`src/rtl/sampler_ctrl.sv`:
```
`default_nettype none
// ============================================================================
// sampler_ctrl : UART command sequencer plus reply/sampler TX byte arbiter
// Rev 1.0
// ============================================================================
module sampler_ctrl #(
    parameter int DATA_SIZE      = 8,
    parameter int CMD_PARAM_SIZE = 4
) (
    input  logic                      i_clock,
    input  logic                      i_reset,
    input  logic [DATA_SIZE-1:0]      i_rx_data,
    input  logic                      i_rx_valid,
    output logic                      o_rx_ready,
    output logic                      o_adc_init,
    output logic                      o_sample,
    output logic                      o_cmd_decim,
    output logic [CMD_PARAM_SIZE-1:0] o_cmd_param,
    input  logic [DATA_SIZE-1:0]      i_smp_data,
    input  logic                      i_smp_valid,
    output logic                      o_smp_next,
    input  logic                      i_smp_idle,
    output logic [DATA_SIZE-1:0]      o_tx_data,
    output logic                      o_tx_valid,
    input  logic                      i_tx_ready
);

    typedef enum logic [1:0] {ST_IDLE, ST_DECODE, ST_ISSUE, ST_REPLY} state_t;
    typedef enum logic [1:0] {ACT_NONE, ACT_INIT, ACT_SAMPLE, ACT_DECIM} act_t;
    typedef enum logic {OWN_SMP, OWN_CTRL} owner_t;

    localparam logic [3:0] OP_STATUS  = 4'h0;
    localparam logic [3:0] OP_INIT    = 4'h1;
    localparam logic [3:0] OP_SAMPLE  = 4'h2;
    localparam logic [3:0] OP_DECIM   = 4'h3;
    localparam logic [3:0] TAG_OK     = 4'hA;
    localparam logic [3:0] TAG_ERR    = 4'hE;
    localparam logic [3:0] TAG_STATUS = 4'h5;

    state_t               state;
    state_t               state_next;
    act_t                 act;
    act_t                 decode_act;
    owner_t               owner;
    logic [DATA_SIZE-1:0] cmd;
    logic [DATA_SIZE-1:0] reply_byte;
    logic [DATA_SIZE-1:0] decode_reply;
    logic [3:0]           opcode;
    logic                 reply_pend;
    logic                 tx_free;
    logic                 reply_done;

    assign opcode = cmd[7:4];

    // Legality of SAMPLE/DECIM is judged on the sampler state seen in DECODE.
    always_comb begin
        decode_act   = ACT_NONE;
        decode_reply = {TAG_ERR, opcode};
        case (opcode)
            OP_STATUS: decode_reply = {TAG_STATUS, 1'b0, o_adc_init, i_smp_idle, i_smp_valid};
            OP_INIT: begin
                decode_act   = ACT_INIT;
                decode_reply = {TAG_OK, opcode};
            end
            OP_SAMPLE: begin
                if (o_adc_init && i_smp_idle) begin
                    decode_act   = ACT_SAMPLE;
                    decode_reply = {TAG_OK, opcode};
                end
            end
            OP_DECIM: begin
                if (i_smp_idle) begin
                    decode_act   = ACT_DECIM;
                    decode_reply = {TAG_OK, opcode};
                end
            end
            default: ;
        endcase
    end

    always_comb begin
        tx_free    = !o_tx_valid || i_tx_ready;
        reply_done = (owner == OWN_CTRL) && o_tx_valid && i_tx_ready;
        o_smp_next = tx_free && !reply_pend && (owner == OWN_SMP);
        state_next = state;
        case (state)
            ST_IDLE:   if (i_rx_valid && o_rx_ready) state_next = ST_DECODE;
            ST_DECODE: state_next = ST_ISSUE;
            ST_ISSUE:  state_next = ST_REPLY;
            ST_REPLY:  if (!reply_pend && reply_done) state_next = ST_IDLE;
            default:   state_next = ST_IDLE;
        endcase
    end

    always_ff @(posedge i_clock) begin
        if (!i_reset) begin
            state <= ST_IDLE;
        end else begin
            state <= state_next;
        end
    end

    always_ff @(posedge i_clock) begin
        if (!i_reset) begin
            o_rx_ready  <= 1'b0;
            o_adc_init  <= 1'b0;
            o_sample    <= 1'b0;
            o_cmd_decim <= 1'b0;
            o_cmd_param <= '0;
            o_tx_valid  <= 1'b0;
            o_tx_data   <= '0;
            reply_pend  <= 1'b0;
            owner       <= OWN_SMP;
            cmd         <= '0;
            reply_byte  <= '0;
            act         <= ACT_NONE;
        end else begin
            o_rx_ready  <= (state_next == ST_IDLE);
            o_sample    <= 1'b0;
            o_cmd_decim <= 1'b0;

            if (state == ST_IDLE && i_rx_valid && o_rx_ready) begin
                cmd <= i_rx_data;
            end

            if (state == ST_DECODE) begin
                reply_byte <= decode_reply;
                act        <= decode_act;
            end

            if (state == ST_ISSUE) begin
                reply_pend <= 1'b1;
                case (act)
                    ACT_INIT:   o_adc_init <= cmd[0];
                    ACT_SAMPLE: o_sample   <= 1'b1;
                    ACT_DECIM: begin
                        o_cmd_param <= cmd[CMD_PARAM_SIZE-1:0];
                        o_cmd_decim <= 1'b1;
                    end
                    default: ;
                endcase
            end

            // Ownership changes only on a byte boundary; a held byte is never replaced.
            if (tx_free) begin
                if (reply_pend) begin
                    owner      <= OWN_CTRL;
                    o_tx_data  <= reply_byte;
                    o_tx_valid <= 1'b1;
                    reply_pend <= 1'b0;
                end else begin
                    owner <= OWN_SMP;
                    if (i_smp_valid && o_smp_next) begin
                        o_tx_data  <= i_smp_data;
                        o_tx_valid <= 1'b1;
                    end else begin
                        o_tx_valid <= 1'b0;
                    end
                end
            end
        end
    end

endmodule
`default_nettype wire
```
`config.mk`:
```
export PLATFORM = sky130hd
export DESIGN_NAME = sampler_ctrl
export DESIGN_NICKNAME = d
export VERILOG_FILES = /design/src/rtl/sampler_ctrl.sv
export SDC_FILE = /design/constraint.sdc
export NUM_CORES = 1
export LEC_CHECK = 0
export ABC_CLOCK_PERIOD_IN_PS = 3400
export BUFFER_PORTS_ARGS = -buffer_cell sky130_fd_sc_hd__buf_2
export CORE_UTILIZATION = 56
export DETAILED_ROUTE_END_ITERATION = 7
export PLACE_DENSITY_LB_ADDON = 0.15
export SYNTH_ARGS = -nofsm -noshare
export SYNTH_HDL_FRONTEND = slang
export SYNTH_SLANG_ARGS = --single-unit
```
`constraint.sdc`:
```
create_clock -name i_clock -period 3.4 [get_ports i_clock]
set_input_delay 0.34 -clock i_clock [delete_from_list [all_inputs] [get_ports i_clock]]
set_output_delay 0.34 -clock i_clock [all_outputs]
set_load 0.01 [all_outputs]
```
; Word-level counts from Yosys, hierarchy flattened
; Index checks and enable logic that the tools add are counted.
[word_totals]
register_bits = 39
in_bits = 22
output_inout_bits = 18
[classes]
eq_ne = 9
muxes = 19
n_bitwise = 1
n_reduce_logical = 21
[ops]
columns = cell, count
row1 = one-hot mux 8 bit (4 select lines), 1
row2 = 2-to-1 mux 8 bit, 2
row3 = 2-to-1 mux 7 bit, 2
row4 = logical AND 1 bit, 10
row5 = "== test 2 bit, second input constant", 4
row6 = "== test 4 x 2 -> 1 bit, second input constant", 2
row7 = 2-to-1 mux 1 bit, 8
row8 = 2-to-1 mux 2 bit, 4
row9 = one-hot mux 2 bit (4 select lines), 1
row10 = AND reduction 2 bit, 4
row11 = one-hot mux 2 bit (3 select lines), 1
row12 = "== test 2 x 1 -> 1 bit, second input constant", 2
row13 = "== test 4 x 1 -> 1 bit, second input constant", 1
row14 = logical NOT 2 bit, 2
row15 = logical NOT 4 bit, 1
row16 = logical NOT 1 bit, 2
row17 = nonzero test 2 bit, 1
row18 = logical OR 1 bit, 1
row19 = NOT 1 bit, 1

; Logic depth before layout (Yosys ltp)
[depth]
depth_word = 7
depth_mapped = 5

; Worst setup path before layout
; OpenSTA, ideal clock, no wires.
[synth_timing]
path_kind = register -> output
startpoint = register reply_pend
endpoint = output port o_smp_next
arrival_ps = 893
path_slack_ps = 2167
stages_incl_launch_ff = 4
n_path_buf = 2
cell_sequence = dfxtp_1 > buf_2 > buf_4 > nor3_1
[synth_between]
elab_chain_cells = 3
[synth_lines]
columns = element, line_no
row1 = from (decl), 49  ; logic reply_pend;
row2 = from (signal assigned), 112  ; reply_pend <= 1'b0;
row3 = from (signal assigned), 132  ; reply_pend <= 1'b1;
row4 = from (signal assigned), 150  ; reply_pend <= 1'b0;
row5 = logical NOT 1 bit, 84  ; o_smp_next = tx_free && !reply_pend && (owner == OWN_SMP);
row6 = logical AND 1 bit (2 in a row), 84
row7 = to (decl), 21  ; output logic o_smp_next,
; Every way passes these cells.

; Worst setup path in the final report
[layout_timing]
startpoint = register state[1]
endpoint = register cmd[1]
[layout_between]
elab_chain_cells = 3
[layout_lines]
columns = element, line_no
row1 = from (decl), 40  ; state_t state;
row2 = from (signal assigned), 99  ; state <= state_next;
row3 = logical NOT 2 bit, 122  ; if (state == ST_IDLE && i_rx_valid && o_rx_ready) begin
row4 = logical AND 1 bit (2 in a row), 122
row5 = to (signal assigned), 123  ; cmd <= i_rx_data;
row6 = to (decl), 45  ; logic [DATA_SIZE-1:0] cmd;
; Every way passes these cells.
; A chain may end at the register's enable or synchronous reset.

==> impl_metrics.ini <==
[cts]
cts_resized = 0
cts_hold_buf = 0
clockBufferDepth = 2
cts_num_sinks = 38
clock-root-buffer = clkbuf_4
cts_buffers = 5
htreeDepth = 2
post_cts_buffers = 0
cts_tree = yes
insertion_delay_ns = 0.33
clkTransAtPathRegs_ns = 0.11

[sta]
period_share_pct = 49.53
setup-tns-final_ns = 0
tightest_slew_ns = 0.9424
hold_viol = 0
skew_ns = 0.003984
drv_slew = 0
relSlewSlack_pct = 37.04
timing.final.ws_setup_ns = 1.716
setup_viol = 0
rsz0062_at_grt = no
min_period_ns = 1.684
max_freq_mhz = 593.8

[detailed_routing]
firstDrtPassIters = 4
drc_errors = 0
drt-initial-drc-count = 35
final_antenna_net_count = 0
vias_per_cell = 5.399
post_drt_wl_per_cell_um = 12.48
wl_mm = 2.970
vias = 1285

[worst_setup_path]
r2r_slack_ns = 1.72
start_kind = register
max_stage_delay_ns = 0.79
reg2reg_from = state[1]
slowest_stage = nor4bb_4
crit_fanout = 12
worst_ep_arrival_time_ns = 1.91
crit_required_ns = 3.62
critPathCaptureType = register
r2r_end = cmd[1]
crit_type = reg -> reg
crit_chain = nor4bb_4 > mux2i_1 > nor2_1
reg2reg_depth = 3

[logic_synthesis]
synth_cell_type_count = 32
netlist_area_mm2 = 0.001604
seq_area_frac_synth_pct = 47.43
synth_fp_nets = 194
synthCells = 172
avgSynthCellArea_um2 = 9.326
yosys_warnings = 0
ys_seq_elements = 38

[power]
power_density_mw_per_mm2 = 497.5
power_switching_uw = 233.8
pwr-share-seq_pct = 55.0
intPower_uw = 683.0
leakagePower_uw = 0.0008057
p_clk_share_pct = 30.6
sw_frac_of_total_pct = 25.51
ir_drop_mv = 0.4334
power_frac_comb_pct = 14.5

[global_route]
grt.met2_usage_pct = 32.87
grt_overflow = 0
busiest_layer = met2
grt_pass1_vias = 1176
grtUsageMet1_pct = 27.30
grt_pass1_wl_mm = 5.078
grt_usage_pct = 20.93
grt_max_degree = 38
antenna_found_initial = 0
grt_util_met3_pct = 4.918

[cells_and_area]
regArea_um2 = 760.7
antenna_cells = 0
syn_to_final_growth_pct = 14.90
n_fill_cell = 244
layout.nets = 228
multi_input_area_um2 = 758.2
layout-drive-gt1-share_pct = 27.54

[min_path]
min-delay-start = i_rx_data[6]
hold_end = cmd[6]
hold_class = in -> reg
holdPathStages = 3

[place]
post-place-ws_ns = 1.409
dp_hpwl_mm = 2.112
place_congestion = 0.7478
port-buffer-count = 39

[floorplan]
core_area_mm2 = 0.002734
fp.dieArea_mm2 = 0.003082
rows = 19
initial_core_util_pct = 58.67
num_io_pins = 40
die_x_um = 55.52
die_height_um = 55.52

[outcome]
status = finished, final reports clean

[run]
cap_viol_max_count = 0
==> flip-flops by register name, indices dropped and copies added, names as in the netlist <==
signal	flops
o_rx_ready	1
o_tx_valid	1
o_cmd_decim	1
state	2
cmd	8
reply_byte	7
reply_pend	1
o_cmd_param	4
owner	1
o_sample	1
o_tx_data	8
act	2
o_adc_init	1
==> area by class of cell <==
type,count,area share [%]
Inverter,3,0.6110
Multi-Input combinational cell,119,41.14
Sequential cell,38,41.28
Timing Repair Buffer,39,10.59
Tap cell,31,2.105
Clock buffer,8,4.277
==> metrics by stage <==
stage	std cells	hold slack, ns	cell area, µm²	util, %	total power, µW
5_1_grt	238	0.2387	1843	67.41	960.5
6_report	238	0.2320	1843	67.41	916.9
4_1_cts	238	0.2206	1843	67.41	928.4
2_1_floorplan	172	0.4329	1604	-	614.1
3_3_place_gp	230	0.4402	1764	64.53	640.5
3_5_place_dp	230	0.4466	1764	64.53	646.8
==> per-layer routing <==
metal	vias up	part of all wire [%]
met5	-	0
met4	0	1.6
met3	6	4.0
met2	32	45
met1	584	50
li1	663	-
==> layout by cell type, fill, tap and decap left out, drive strengths merged, types with 3 or more instances in the layout <==
| cell | n |
|---|---|
| mux2 | 8 |
| nor3 | 3 |
| nand3b | 3 |
| buf | 39 |
| a21oi | 8 |
| nand2 | 27 |
| nand3 | 6 |
| mux2i | 17 |
| o21ai | 10 |
| a31oi | 3 |
| nor2 | 15 |
| dfxtp | 38 |
| clkbuf | 8 |
| nor2b | 3 |
==> worst max-delay path, delay by kind of cell (launching register included) <==
kind / cells / cell delay [ns]
simple gates: 2 / 0.84
mux: 1 / 0.27
flops: 1 / 0.45
==> worst max path at each step <==
stage | from | end | cells after the start
after floorplan | reply_pend | o_smp_next | 3
after global placement | i_reset | o_rx_ready | 4
after detailed placement | i_reset | o_rx_ready | 4
after CTS | state[1] | cmd[3] | 3
after global routing | state[1] | cmd[1] | 3
final | state[1] | cmd[1] | 3
==> kinds of logic after synthesis <==
| family | synth area share [%] |
|---|---|
| AND/OR/NAND/NOR | 19.73 |
| flip-flops | 47.43 |
| AO/OA/AOI/OAI | 11.31 |
| multiplexers | 16.22 |
| buffers and inverters | 5.303 |
==> power groups by stage <==
stage,clock network [µW],registers [µW],logic [µW]
after floorplan,0,506,108
after global placement,0,513,128
after detailed placement,0,514,132
after CTS,291,504,134
after global routing,303,510,148
final,280,504,133
==> synthesized netlist by cell type (all sizes together) <==
library cell,instances,area share (%)
a21oi,8,2.5
a31o,1,0.55
a31oi,3,1.2
buf,10,4.1
clkbuf,2,0.47
clkinv,1,0.23
dfxtp,38,47
inv,2,0.47
mux2,8,5.6
mux2i,17,11
nand2,27,6.3
nand2b,1,0.39
nand3,6,1.9
nand3b,3,1.4
nand4,2,0.78
nand4b,1,0.94
nor2,15,3.5
nor2b,3,1.2
nor3,3,0.94
nor3b,1,0.47
nor4,1,0.39
nor4bb,1,1.6
o211a,1,0.62
o211ai,1,0.47
o21a,2,0.94
o21ai,10,3.1
o21bai,1,0.47
o31a,1,0.55
o31ai,2,0.94
(Power assumes the default switching activity.)
